File: config.mk
export PLATFORM = sky130hd
export DESIGN_NAME = intersection_ctrl
export DESIGN_NICKNAME = d
export VERILOG_FILES = /design/src/rtl/intersection_pkg.sv /design/src/rtl/intersection_ctrl_phase_timer.sv /design/src/rtl/intersection_ctrl.sv
export SDC_FILE = /design/constraint.sdc
export NUM_CORES = 1
export LEC_CHECK = 0
export ABC_CLOCK_PERIOD_IN_PS = 2700
export CORE_UTILIZATION = 40
export CTS_BUF_LIST = sky130_fd_sc_hd__clkbuf_4 sky130_fd_sc_hd__clkbuf_8
export DETAILED_ROUTE_END_ITERATION = 6
export GPL_ROUTABILITY_DRIVEN = 0
export GPL_TIMING_DRIVEN = 0
export HOLD_SLACK_MARGIN = 0.12
export MAX_ROUTING_LAYER = met4
export PLACE_DENSITY = 0.7
export SLEW_MARGIN = 20
export SYNTH_ARGS = -nofsm -noshare
export SYNTH_HDL_FRONTEND = slang
export SYNTH_HIERARCHICAL = 1
export SYNTH_SLANG_ARGS = --single-unit
File: constraint.sdc
create_clock -name CLOCK_50 -period 2.7 [get_ports CLOCK_50]
set_clock_uncertainty 0.15 [all_clocks]
set_input_delay 0.54 -clock CLOCK_50 [delete_from_list [all_inputs] [get_ports CLOCK_50]]
set_output_delay 0.54 -clock CLOCK_50 [all_outputs]
set_load 0.1 [all_outputs]
File: src/rtl/intersection_pkg.sv
// Shared state encoding and lamp constants for the intersection controller.
package intersection_pkg;

    typedef enum logic [2:0] {
        ALL_RED_A = 3'd0,
        NS_GREEN  = 3'd1,
        NS_YELLOW = 3'd2,
        ALL_RED_B = 3'd3,
        EW_GREEN  = 3'd4,
        EW_YELLOW = 3'd5,
        WALK      = 3'd6
    } state_t;

    localparam logic [2:0] RED = 3'b100;
    localparam logic [2:0] YEL = 3'b010;
    localparam logic [2:0] GRN = 3'b001;

    function automatic logic [2:0] ns_lamp(input state_t s);
        case (s)
            NS_GREEN:  return GRN;
            NS_YELLOW: return YEL;
            default:   return RED;
        endcase
    endfunction

    function automatic logic [2:0] ew_lamp(input state_t s);
        case (s)
            EW_GREEN:  return GRN;
            EW_YELLOW: return YEL;
            default:   return RED;
        endcase
    endfunction

endpackage

File: src/rtl/intersection_ctrl_phase_timer.sv
// Phase countdown: reloads on load, counts sec_tick pulses, flags the last tick.
module phase_timer #(
    parameter logic [7:0] RESET_VAL = 8'd1
) (
    input  logic       clk,
    input  logic       rst_n,
    input  logic       load,
    input  logic [7:0] load_val,
    input  logic       tick,
    output logic       expire
);

    logic [7:0] remaining;

    // The tick that consumes the final count is the one that ends the phase.
    assign expire = tick && (remaining == 8'd1);

    always_ff @(posedge clk or negedge rst_n) begin
        if (!rst_n) begin
            remaining <= RESET_VAL;
        end else if (load) begin
            remaining <= load_val;
        end else if (tick && (remaining != 8'd0)) begin
            remaining <= remaining - 8'd1;
        end
    end

endmodule

File: src/rtl/intersection_ctrl.sv
// Two-way traffic light sequencer with optional pedestrian walk phase
// (enabled by defining INTERSECTION_PED_WALK_EN).
module intersection_ctrl
    import intersection_pkg::*;
#(
    parameter int G_SECS = 10,
    parameter int Y_SECS = 5,
    parameter int R_SECS = 1,
    parameter int W_SECS = 10
) (
    input  logic       CLOCK_50,
    input  logic       resetn,
    input  logic       sec_tick,
    input  logic       ped_req,
    output logic [2:0] ns_light,
    output logic [2:0] ew_light,
    output logic       walk,
    output logic [2:0] phase,
    output logic       phase_start
);

    localparam logic [7:0] G_VAL = 8'(G_SECS);
    localparam logic [7:0] Y_VAL = 8'(Y_SECS);
    localparam logic [7:0] R_VAL = 8'(R_SECS);
    localparam logic [7:0] W_VAL = 8'(W_SECS);

    state_t     state;
    state_t     next_state;
    logic [7:0] next_dur;
    logic       expire;
    logic       armed;

`ifdef INTERSECTION_PED_WALK_EN
    logic ped_latch;
    logic enter_walk;
    assign enter_walk = expire && (next_state == WALK);
`endif

    always_comb begin
        next_state = state;
        case (state)
            ALL_RED_A: begin
                next_state = NS_GREEN;
`ifdef INTERSECTION_PED_WALK_EN
                if (ped_latch) next_state = WALK;
`endif
            end
            NS_GREEN:  next_state = NS_YELLOW;
            NS_YELLOW: next_state = ALL_RED_B;
            ALL_RED_B: next_state = EW_GREEN;
            EW_GREEN:  next_state = EW_YELLOW;
            EW_YELLOW: next_state = ALL_RED_A;
            WALK:      next_state = NS_GREEN;
            default:   next_state = ALL_RED_A;
        endcase
    end

    always_comb begin
        next_dur = R_VAL;
        case (next_state)
            NS_GREEN, EW_GREEN:   next_dur = G_VAL;
            NS_YELLOW, EW_YELLOW: next_dur = Y_VAL;
            WALK:                 next_dur = W_VAL;
            default:              next_dur = R_VAL;
        endcase
    end

    // Reloading on the expiring tick keeps every phase exactly its duration.
    phase_timer #(
        .RESET_VAL (R_VAL)
    ) u_timer (
        .clk      (CLOCK_50),
        .rst_n    (resetn),
        .load     (expire),
        .load_val (next_dur),
        .tick     (sec_tick),
        .expire   (expire)
    );

    // armed lets the first cycle after reset release announce ALL_RED_A.
    always_ff @(posedge CLOCK_50 or negedge resetn) begin
        if (!resetn) begin
            state       <= ALL_RED_A;
            ns_light    <= RED;
            ew_light    <= RED;
            phase_start <= 1'b0;
            armed       <= 1'b0;
`ifdef INTERSECTION_PED_WALK_EN
            walk        <= 1'b0;
            ped_latch   <= 1'b0;
`endif
        end else begin
            armed       <= 1'b1;
            phase_start <= expire | ~armed;
            if (expire) begin
                state    <= next_state;
                ns_light <= ns_lamp(next_state);
                ew_light <= ew_lamp(next_state);
            end
`ifdef INTERSECTION_PED_WALK_EN
            if (expire) walk <= (next_state == WALK);
            if (enter_walk) begin
                ped_latch <= 1'b0;
            end else if (ped_req) begin
                ped_latch <= 1'b1;
            end
`endif
        end
    end

`ifndef INTERSECTION_PED_WALK_EN
    logic ped_unused;
    assign ped_unused = ped_req;
    assign walk       = 1'b0;
`endif

    assign phase = state;

endmodule
==> flow_summary_export.csv, run 1 <==
group,metric,value,unit
synth,ys_warn_count,6,
synth,synth_most_common_cell,"dfrtp_1",
clock_network,cts_max_level,1,
timing,worst_pin_slew,0.957,ns
synth,synth-main-ff-cell,"dfrtp_1",
clock_network,cts_setup_buffers,0,
critical_path,crit_family,"buffers and inverters",
critical_path,critPathBufInv,1,
critical_path,cp-start-kind,"flip-flop",
synth,synthArstFlopShare,100,%
finish,area_delta_synth_final,17.9,%
drt,drt_iter0_markers,15,
placed_design,hpwlAfterDp,1.54,mm
finish,drive_gt1_share,15.4,%
synth,synth-compound-area-share,20.8,%
hold_path,min_path_type,"flip-flop to flip-flop",
clock_network,clk_latency,0.31,ns
placed_design,placement.io_buffers,11,
floorplan,dieArea,2980,um^2
synth,yosys.area_share.simple,20.3,%
global_routing,grt_pass1_wl,3.91,mm
finish,num_antenna_cells,0,
synth,synth_xor_area_share,2.37,%
finish,final-seq-area,479,um^2
timing,layout_min_cycle_time,2.57,ns
timing,fin_ws,0.134,ns
global_routing,grt-ovfl-total,0,
finish,finish.utilization,51.3,%
timing,finalCritPeriodShare,95.0,%
finish,multiInputGateArea,543,um^2
timing,grt_setup_unrepaired,"false",
clock_network,postCtsResizedCells,0,
finish,fillers,250,
clock_network,hold_buffers,0,
timing,final-max-slew-violation-count,0,
finish,final_nets,137,
floorplan,die_x,54.6,um
clock_network,path_clk_slew,0.12,ns
global_routing,grt_max_degree,20,
critical_path,crit_required,2.01,ns
global_routing,antenna_found_initial,0,
clock_network,cts_made_buffers,3,
drt,drt-pass1-iter-count,4,
synth,synth_adder_area_share,2.26,%
synth,synthMuxAreaShare,1.02,%
floorplan,fp.dieH,54.6,um
placed_design,place_ws,0.0514,ns
synth,netlist_top_cells_count,"dfrtp_1, inv_1",
synth,ys_ff_latch,19,
status,status,"finished clean",
synth,synth_area_leaders,"dfrtp_1, dfstp_2, nor3b_1",
timing,clock.fmax,0.390,GHz
synth,synth_area_per_cell,9.98,um^2
timing,setup_tns,0,ns
clock_network,cts_buffer_depth,2,
synth,synth_top_cell_by_area,"dfrtp_1",
global_routing,grt_pass1_vias,860,
clock_network,cts_root_buf,"clkbuf_4",
synth,seq_area_frac_synth,43.3,%
floorplan,rows,18,
synth,synth_top_cell_area_share,36.2,%
critical_path,worstPathMaxFanout,4,
drt,vias_per_cell,5.79,
critical_path,path_class,"flip-flop to output pin",
floorplan,io_pins,15,
synth,ys_types,48,
drt,drc,0,
synth,netlist_instances,111,
critical_path,cp_slowest_stage_delay,1.15,ns
critical_path,crit_chain,"clkdlybuf4s50_1",
timing,slew_headroom,35.6,%
drt,antenna_left,0,
synth,synth_edf_count,0,
clock_network,cts.sinks,19,
drt,wl,2.23,mm
critical_path,cp_slowest_cell,"clkdlybuf4s50_1",
drt,num_vias,927,
floorplan,core_area,2540,um^2
critical_path,crit_arrival,1.88,ns
placed_design,dp.cells,156,
synth,syn-cell-area,1110,um^2
finish,layout.cells.non_filler,160,
critical_path,end_kind,"output pin",
timing,hold_viol,0,
run,drv_cap,0,
synth,synth_top_family_by_area,"compound AO/OA/AOI/OAI gates",
global_routing,grt_usage,19.2,%
floorplan,start_util,43.5,%
clock_network,cts_tree,"done",
drt,wire_per_inst,13.9,um
timing,setup-violations-final,0,
-- cells in the final DEF, fill, tap and decap left out, types with 2 or more instances in the layout --
master           count
o41ai_1              2
a211o_1              2
buf_2                2
o22ai_1              3
dfrtp_1             16
buf_6                3
nor3b_1              5
nand2_1              5
dlymetal6s2s_1       2
inv_1                8
nand2b_1             2
ha_1                 2
nand4b_1             2
clkdlybuf4s50_1      9
or4_1                2
conb_1               6
clkbuf_1             2
a2bb2oi_1            2
nand3_1              3
a21oi_1              4
o21ai_0              5
dfstp_2              3
nand4_1              2
xor2_1               2
nor2_1               4
nor4_1               2
clkbuf_4             3
o211ai_1             2
-- area by class of cell --
| type | instances | area share (%) |
|---|---|---|
| well taps | 30 | 2.88 |
| repair buffers | 11 | 8.82 |
| clock buffers | 3 | 1.73 |
| inverters | 8 | 2.30 |
| plain buffers | 9 | 5.56 |
| multi-input cells | 79 | 41.6 |
| flip-flops and latches | 19 | 36.7 |
| clock inverters | 1 | 0.384 |
-- layer usage --
layer / GRT usage [%] / share of wire, %
met2: 29.5 / 48
met4: 5.98 / 0.63
met5: - / 0
met3: 5.83 / 5.4
met1: 24.1 / 45
-- state kept, by name, summed over array words and instances (netlist names) --
register	cells
phase_start	1
ns_light	3
u_timer/remaining	8
phase	3
ew_light	3
armed	1
-- metrics by stage --
stage                     cell area [um^2]  hold WS [ns]
after floorplan                       1120        0.0944
after global placement                1270         0.244
after detailed placement              1270         0.246
after CTS                             1300         0.263
after global routing                  1310         0.295
final                                 1310         0.261
-- worst paths after layout --
path / from / endpoint / slack (ns) / cells after the start
min in group asynchronous: resetn / ew_light[1]$_DFFE_PN0P_ / 0.56 / 1
hold / removal: armed$_DFF_PN0_ / phase_start$_DFF_PN0_ / 0.26 / 1
hold reg to reg: armed$_DFF_PN0_ / phase_start$_DFF_PN0_ / 0.26 / 1
setup reg to reg: u_timer/remaining[6]$_DFFE_PN0P_ / u_timer/remaining[1]$_DFFE_PN0P_ / 0.18 / 6
setup / recovery: phase[0]$_DFFE_PN0P_ / phase[0] / 0.13 / 1
max in group asynchronous: resetn / u_timer/remaining[1]$_DFFE_PN0P_ / 1.31 / 1
-- worst register-to-register path, cell delays in order (launching register included) --
cell      delay [ns]
dfrtp_1         0.45
or4_1           0.64
nor2_2          0.42
clkbuf_1        0.42
nor3b_1         0.11
a21oi_1         0.14
nand3_1         0.09
-- logic make-up (layout without fill, tap and decap cells) --
logic type               Yosys count  count (layout)
AO/OA/AOI/OAI                     31              31
XOR/XNOR                           3               3
adder cells (fa/ha/maj)            2               2
buffers and inverters             17              32
flip-flops                        19              19
multiplexers                       1               1
other                              2               6
AND/OR/NAND/NOR                   36              36
Power of run 1 is not shown: default switching activity piles up to over one toggle a cycle in this logic, so the estimate is an artifact.
==> inputs of run 2 (changes only) <==
CORE_UTILIZATION = 56   (was 40)
GPL_ROUTABILITY_DRIVEN = unset   (was 0)
PLACE_DENSITY = 0.9   (was 0.7)
==> run 2 against run 1 <==
Highest routed layer unchanged; cell count decreased by 3.1%; sequential cell count unchanged; count of clock-buffer cells in the layout unchanged; core utilization increased by 22 points; die area decreased by 28%.
==> flow_summary_export.csv, run 2 (synthesis gave the netlist of run 1 again) <==
group,metric,value,unit
critical_path,reg2reg_slack,0.22,ns
critical_path,reg2regPathDepth,6,
finish,drive_gt1_share,15.4,%
drt,drt-pass1-iter-count,4,
run,drv_cap,0,
drt,drc,0,
critical_path,cp.depth,1,
floorplan,start_util,62.1,%
critical_path,cp-start-kind,"flip-flop",
floorplan,die_x,46.5,um
status,status,"finished clean",
critical_path,cp_slowest_stage_delay,1.15,ns
clock_network,cts_made_buffers,3,
critical_path,path_class,"flip-flop to output pin",
clock_network,clk_latency,0.32,ns
critical_path,crit_family,"buffers and inverters",
clock_network,cts_setup_buffers,0,
finish,regMostFlops,"u_timer/remaining",
drt,num_vias,931,
finish,fillers,133,
finish,num_antenna_cells,0,
global_routing,grt-ovfl-total,0,
floorplan,io_pins,15,
timing,hold_viol,0,
critical_path,end_kind,"output pin",
global_routing,grt_usage,27.0,%
timing,fin_ws,0.122,ns
clock_network,cts_buffer_depth,2,
critical_path,crit_required,2.01,ns
placed_design,place_ws,0.0475,ns
drt,wl,2.29,mm
floorplan,rows,15,
placed_design,hpwlAfterDp,1.67,mm
finish,area_delta_synth_final,17.3,%
clock_network,path_clk_slew,0.11,ns
timing,layout_min_cycle_time,2.58,ns
timing,worst_pin_slew,0.966,ns
floorplan,dieArea,2160,um^2
critical_path,critPathBufInv,1,
timing,holdWs,0.277,ns
finish,mostFrequentLayoutCell,"dfrtp_1",
finish,layout_common_cells,"dfrtp_1, clkdlybuf4s50_1, inv_1",
critical_path,crit_chain,"clkdlybuf4s50_1",
critical_path,crit_start,"phase[0]$_DFFE_PN0P_",
timing,finalCritPeriodShare,95.5,%
drt,drt_iter0_markers,30,
clock_network,cts_max_level,1,
critical_path,crit_arrival,1.89,ns
clock_network,cts_root_buf,"clkbuf_4",
critical_path,cp_slowest_cell,"clkdlybuf4s50_1",
timing,grt_setup_unrepaired,"false",
clock_network,cts_tree,"done",
drt,wire_per_inst,14.8,um
critical_path,worstPathMaxFanout,4,
clock_network,cts.sinks,19,
finish,largest_register_ffs,8,
timing,setup_tns,0,ns
finish,final_nets,137,
placed_design,placement.io_buffers,11,
global_routing,grt_max_degree,20,
timing,slew_headroom,35.4,%
global_routing,grt_pass1_vias,863,
placed_design,place.gp.congestion,0.887,
drt,antenna_left,0,
critical_path,r2r-start,"u_timer/remaining[6]$_DFFE_PN0P_",
timing,final-max-slew-violation-count,0,
critical_path,r2r_end,"u_timer/remaining[1]$_DFFE_PN0P_",
floorplan,core_area,1780,um^2
drt,vias_per_cell,6.01,
floorplan,fp.dieH,46.5,um
timing,clock.fmax,0.388,GHz
global_routing,antenna_found_initial,0,
critical_path,endpoint,"phase[0]",
hold_path,min_path_type,"flip-flop to flip-flop",
global_routing,grt_pass1_wl,3.88,mm
timing,setup-violations-final,0,
run 2: cell counts in the layout (fill, tap and decap cells not counted):
No cell type changed its count.
run 2: metrics by stage:
step	instance area [um^2]	instances	utilization [%]
after floorplan	1120	115	-
after global placement	1260	151	70.9
after detailed placement	1260	151	70.9
after CTS	1290	155	72.4
after global routing	1300	155	72.8
final	1300	155	72.8
run 2: worst min-delay path by stage:
stage                     from               endpoint  slack [ns]  cells after the start
6_report       armed$_DFF_PN0_  phase_start$_DFF_PN0_        0.28                      1
5_1_grt        armed$_DFF_PN0_  phase_start$_DFF_PN0_        0.29                      1
4_1_cts        armed$_DFF_PN0_  phase_start$_DFF_PN0_        0.28                      1
3_5_place_dp   armed$_DFF_PN0_  phase_start$_DFF_PN0_        0.26                      1
3_3_place_gp   armed$_DFF_PN0_  phase_start$_DFF_PN0_        0.24                      1
2_1_floorplan           resetn        armed$_DFF_PN0_        0.09                      0
run 2: final cells by class:
| class | count | area, um^2 | share of cell area, % |
|---|---|---|---|
| flip-flops and latches | 19 | 479 | 36.9 |
| well taps | 25 | 31.3 | 2.41 |
| clock inverters | 1 | 5.00 | 0.385 |
| repair buffers | 11 | 115 | 8.86 |
| plain buffers | 9 | 72.6 | 5.59 |
| clock buffers | 3 | 22.5 | 1.73 |
| inverters | 8 | 30.0 | 2.31 |
| multi-input cells | 79 | 543 | 41.8 |
run 2: worst reg2reg max path: stages (launching register included):
cell	delay (ns)
dfrtp_1	0.44
or4_1	0.63
nor2_2	0.42
clkbuf_1	0.41
nor3b_1	0.10
a21oi_1	0.13
nand3_1	0.09
run 2: routing by layer:
| metal | track usage [%] | share of wire (%) |
|---|---|---|
| met3 | 4.31 | 5.2 |
| met2 | 40.3 | 49 |
| met5 | - | 0 |
| met4 | 15.3 | 3.1 |
| met1 | 34.2 | 43 |
run 2: timing repair:
| action | CTS | global route |
|---|---|---|
| gates resized for setup | 0 | 3 |
| hold buffers | 0 | 0 |
| endpoints found under the setup margin | 0 | 8 |
Power of run 2 is left out for the same reason.
==> inputs of run 3 (changes only) <==
MAX_ROUTING_LAYER = unset   (was met4)
==> run 3 against run 2 <==
Register-to-register slack about the same; setup slack barely moved; wire length unchanged; core utilization did not move; design area unchanged; first-iteration DRC count unchanged; maximum frequency about the same; via count unchanged; sequential share of layout area is the same; cell count did not move; global-route usage is 0.77 points lower; largest cell class unchanged.
==> flow_summary_export.csv, run 3 (synthesis gave the netlist of run 1 again) <==
group,metric,value,unit
status,status,"finished clean",
global_routing,antenna_found_initial,0,
placed_design,place.gp.congestion,0.873,
timing,layout_min_cycle_time,2.58,ns
run,drv_cap,0,
drt,vias_per_cell,6.01,
finish,regMostFlops,"u_timer/remaining",
floorplan,dieArea,2160,um^2
floorplan,rows,15,
hold_path,min_path_type,"flip-flop to flip-flop",
global_routing,met3_usage,4.31,%
clock_network,cts_setup_buffers,0,
timing,slew_headroom,35.4,%
clock_network,cts_made_buffers,3,
critical_path,r2r_end,"u_timer/remaining[1]$_DFFE_PN0P_",
drt,antenna_left,0,
finish,area_delta_synth_final,17.3,%
critical_path,cp_slowest_stage_delay,1.15,ns
timing,final-max-slew-violation-count,0,
clock_network,cts_buffer_depth,2,
placed_design,placement.io_buffers,11,
global_routing,grt_use_met1,34.2,%
critical_path,path_class,"flip-flop to output pin",
drt,wl,2.29,mm
finish,mostFrequentLayoutCell,"dfrtp_1",
critical_path,cp_slowest_cell,"clkdlybuf4s50_1",
critical_path,end_kind,"output pin",
critical_path,reg2reg_slack,0.22,ns
timing,setup_tns,0,ns
drt,drc,0,
critical_path,cp-start-kind,"flip-flop",
global_routing,grt-ovfl-total,0,
drt,drt_iter0_markers,30,
clock_network,hold_buffers,0,
timing,worst_pin_slew,0.966,ns
floorplan,core_area,1780,um^2
finish,final_nets,137,
global_routing,busiest_layer,"met2",
hold_path,min-delay-start,"armed$_DFF_PN0_",
drt,num_vias,931,
floorplan,start_util,62.1,%
placed_design,dp.cells,151,
timing,hold_viol,0,
global_routing,grt_usage,26.2,%
finish,num_antenna_cells,0,
clock_network,path_clk_slew,0.11,ns
clock_network,cts.sinks,19,
finish,layout.cells.non_filler,155,
timing,finalCritPeriodShare,95.5,%
finish,fin_area,1300,um^2
placed_design,hpwlAfterDp,1.67,mm
critical_path,crit_required,2.01,ns
global_routing,grt_max_degree,20,
critical_path,r2r-start,"u_timer/remaining[6]$_DFFE_PN0P_",
placed_design,place_area,1260,um^2
drt,drt-pass1-iter-count,4,
critical_path,crit_arrival,1.89,ns
clock_network,cts_max_level,1,
critical_path,crit_chain,"clkdlybuf4s50_1",
global_routing,grt_pass1_wl,3.88,mm
critical_path,reg2regPathDepth,6,
clock_network,clk_latency,0.32,ns
global_routing,grt_pass1_vias,864,
finish,fillers,133,
critical_path,crit_family,"buffers and inverters",
finish,drive_gt1_share,15.4,%
hold_path,hold_end,"phase_start$_DFF_PN0_",
global_routing,grt_util_met2,40.3,%
clock_network,cts_tree,"done",
floorplan,die_x,46.5,um
finish,multiInputGateArea,543,um^2
finish,layout_common_cells,"dfrtp_1, clkdlybuf4s50_1, inv_1",
floorplan,fp.dieH,46.5,um
timing,clock.fmax,0.388,GHz
critical_path,critPathBufInv,1,
clock_network,cts_root_buf,"clkbuf_4",
placed_design,place_ws,0.0475,ns
floorplan,io_pins,15,
finish,largest_register_ffs,8,
timing,fin_ws,0.122,ns
timing,grt_setup_unrepaired,"false",
critical_path,worstPathMaxFanout,4,
drt,wire_per_inst,14.8,um
finish,final-seq-area,479,um^2
hold_path,holdPathStages,1,
timing,setup-violations-final,0,
[run 3: cell counts in the layout (fill, tap and decap cells not counted)]
Identical to the previous run, type by type.
[run 3: final cells by class]
cell class / instances / area share (%)
Tap cell: 25 / 2.41
Sequential cell: 19 / 36.9
Multi-Input combinational cell: 79 / 41.8
Buffer: 9 / 5.59
Timing Repair Buffer: 11 / 8.86
Clock buffer: 3 / 1.73
Inverter: 8 / 2.31
Clock inverter: 1 / 0.385
[run 3: how the worst max path moves through the flow]
stage                                startpoint                               end  slack [ns]  cells after the start
2_1_floorplan  u_timer/remaining[6]$_DFFE_PN0P_  u_timer/remaining[1]$_DFFE_PN0P_        0.44                      6
3_3_place_gp   u_timer/remaining[6]$_DFFE_PN0P_  u_timer/remaining[1]$_DFFE_PN0P_        0.05                      6
4_1_cts                 ew_light[2]$_DFFE_PN1P_                       ew_light[2]       0.007                      1
6_report                   phase[0]$_DFFE_PN0P_                          phase[0]        0.12                      1
5_1_grt        u_timer/remaining[6]$_DFFE_PN0P_  u_timer/remaining[1]$_DFFE_PN0P_        0.03                      6
3_5_place_dp   u_timer/remaining[6]$_DFFE_PN0P_  u_timer/remaining[1]$_DFFE_PN0P_        0.05                      6
[run 3: what timing repair did]
item	4_1_cts	5_1_grt
endpoints found under the setup margin	0	8
gates resized for setup	0	3
endpoints found under the hold margin	0	0
[run 3: stage by stage]
stage	util, %	hold slack [ns]
detailed placement	70.9	0.265
CTS	72.4	0.282
global placement	70.9	0.242
floorplan	-	0.0944
global route	72.8	0.286
finish	72.8	0.277
[run 3: metal layers]
metal / vias to the layer above / part of all wire [%]
met5: - / 0
met4: 0 / 3.1
met3: 9 / 5.2
met2: 36 / 49
met1: 443 / 43
li1: 443 / -
Power of run 3 is left out for the same reason.
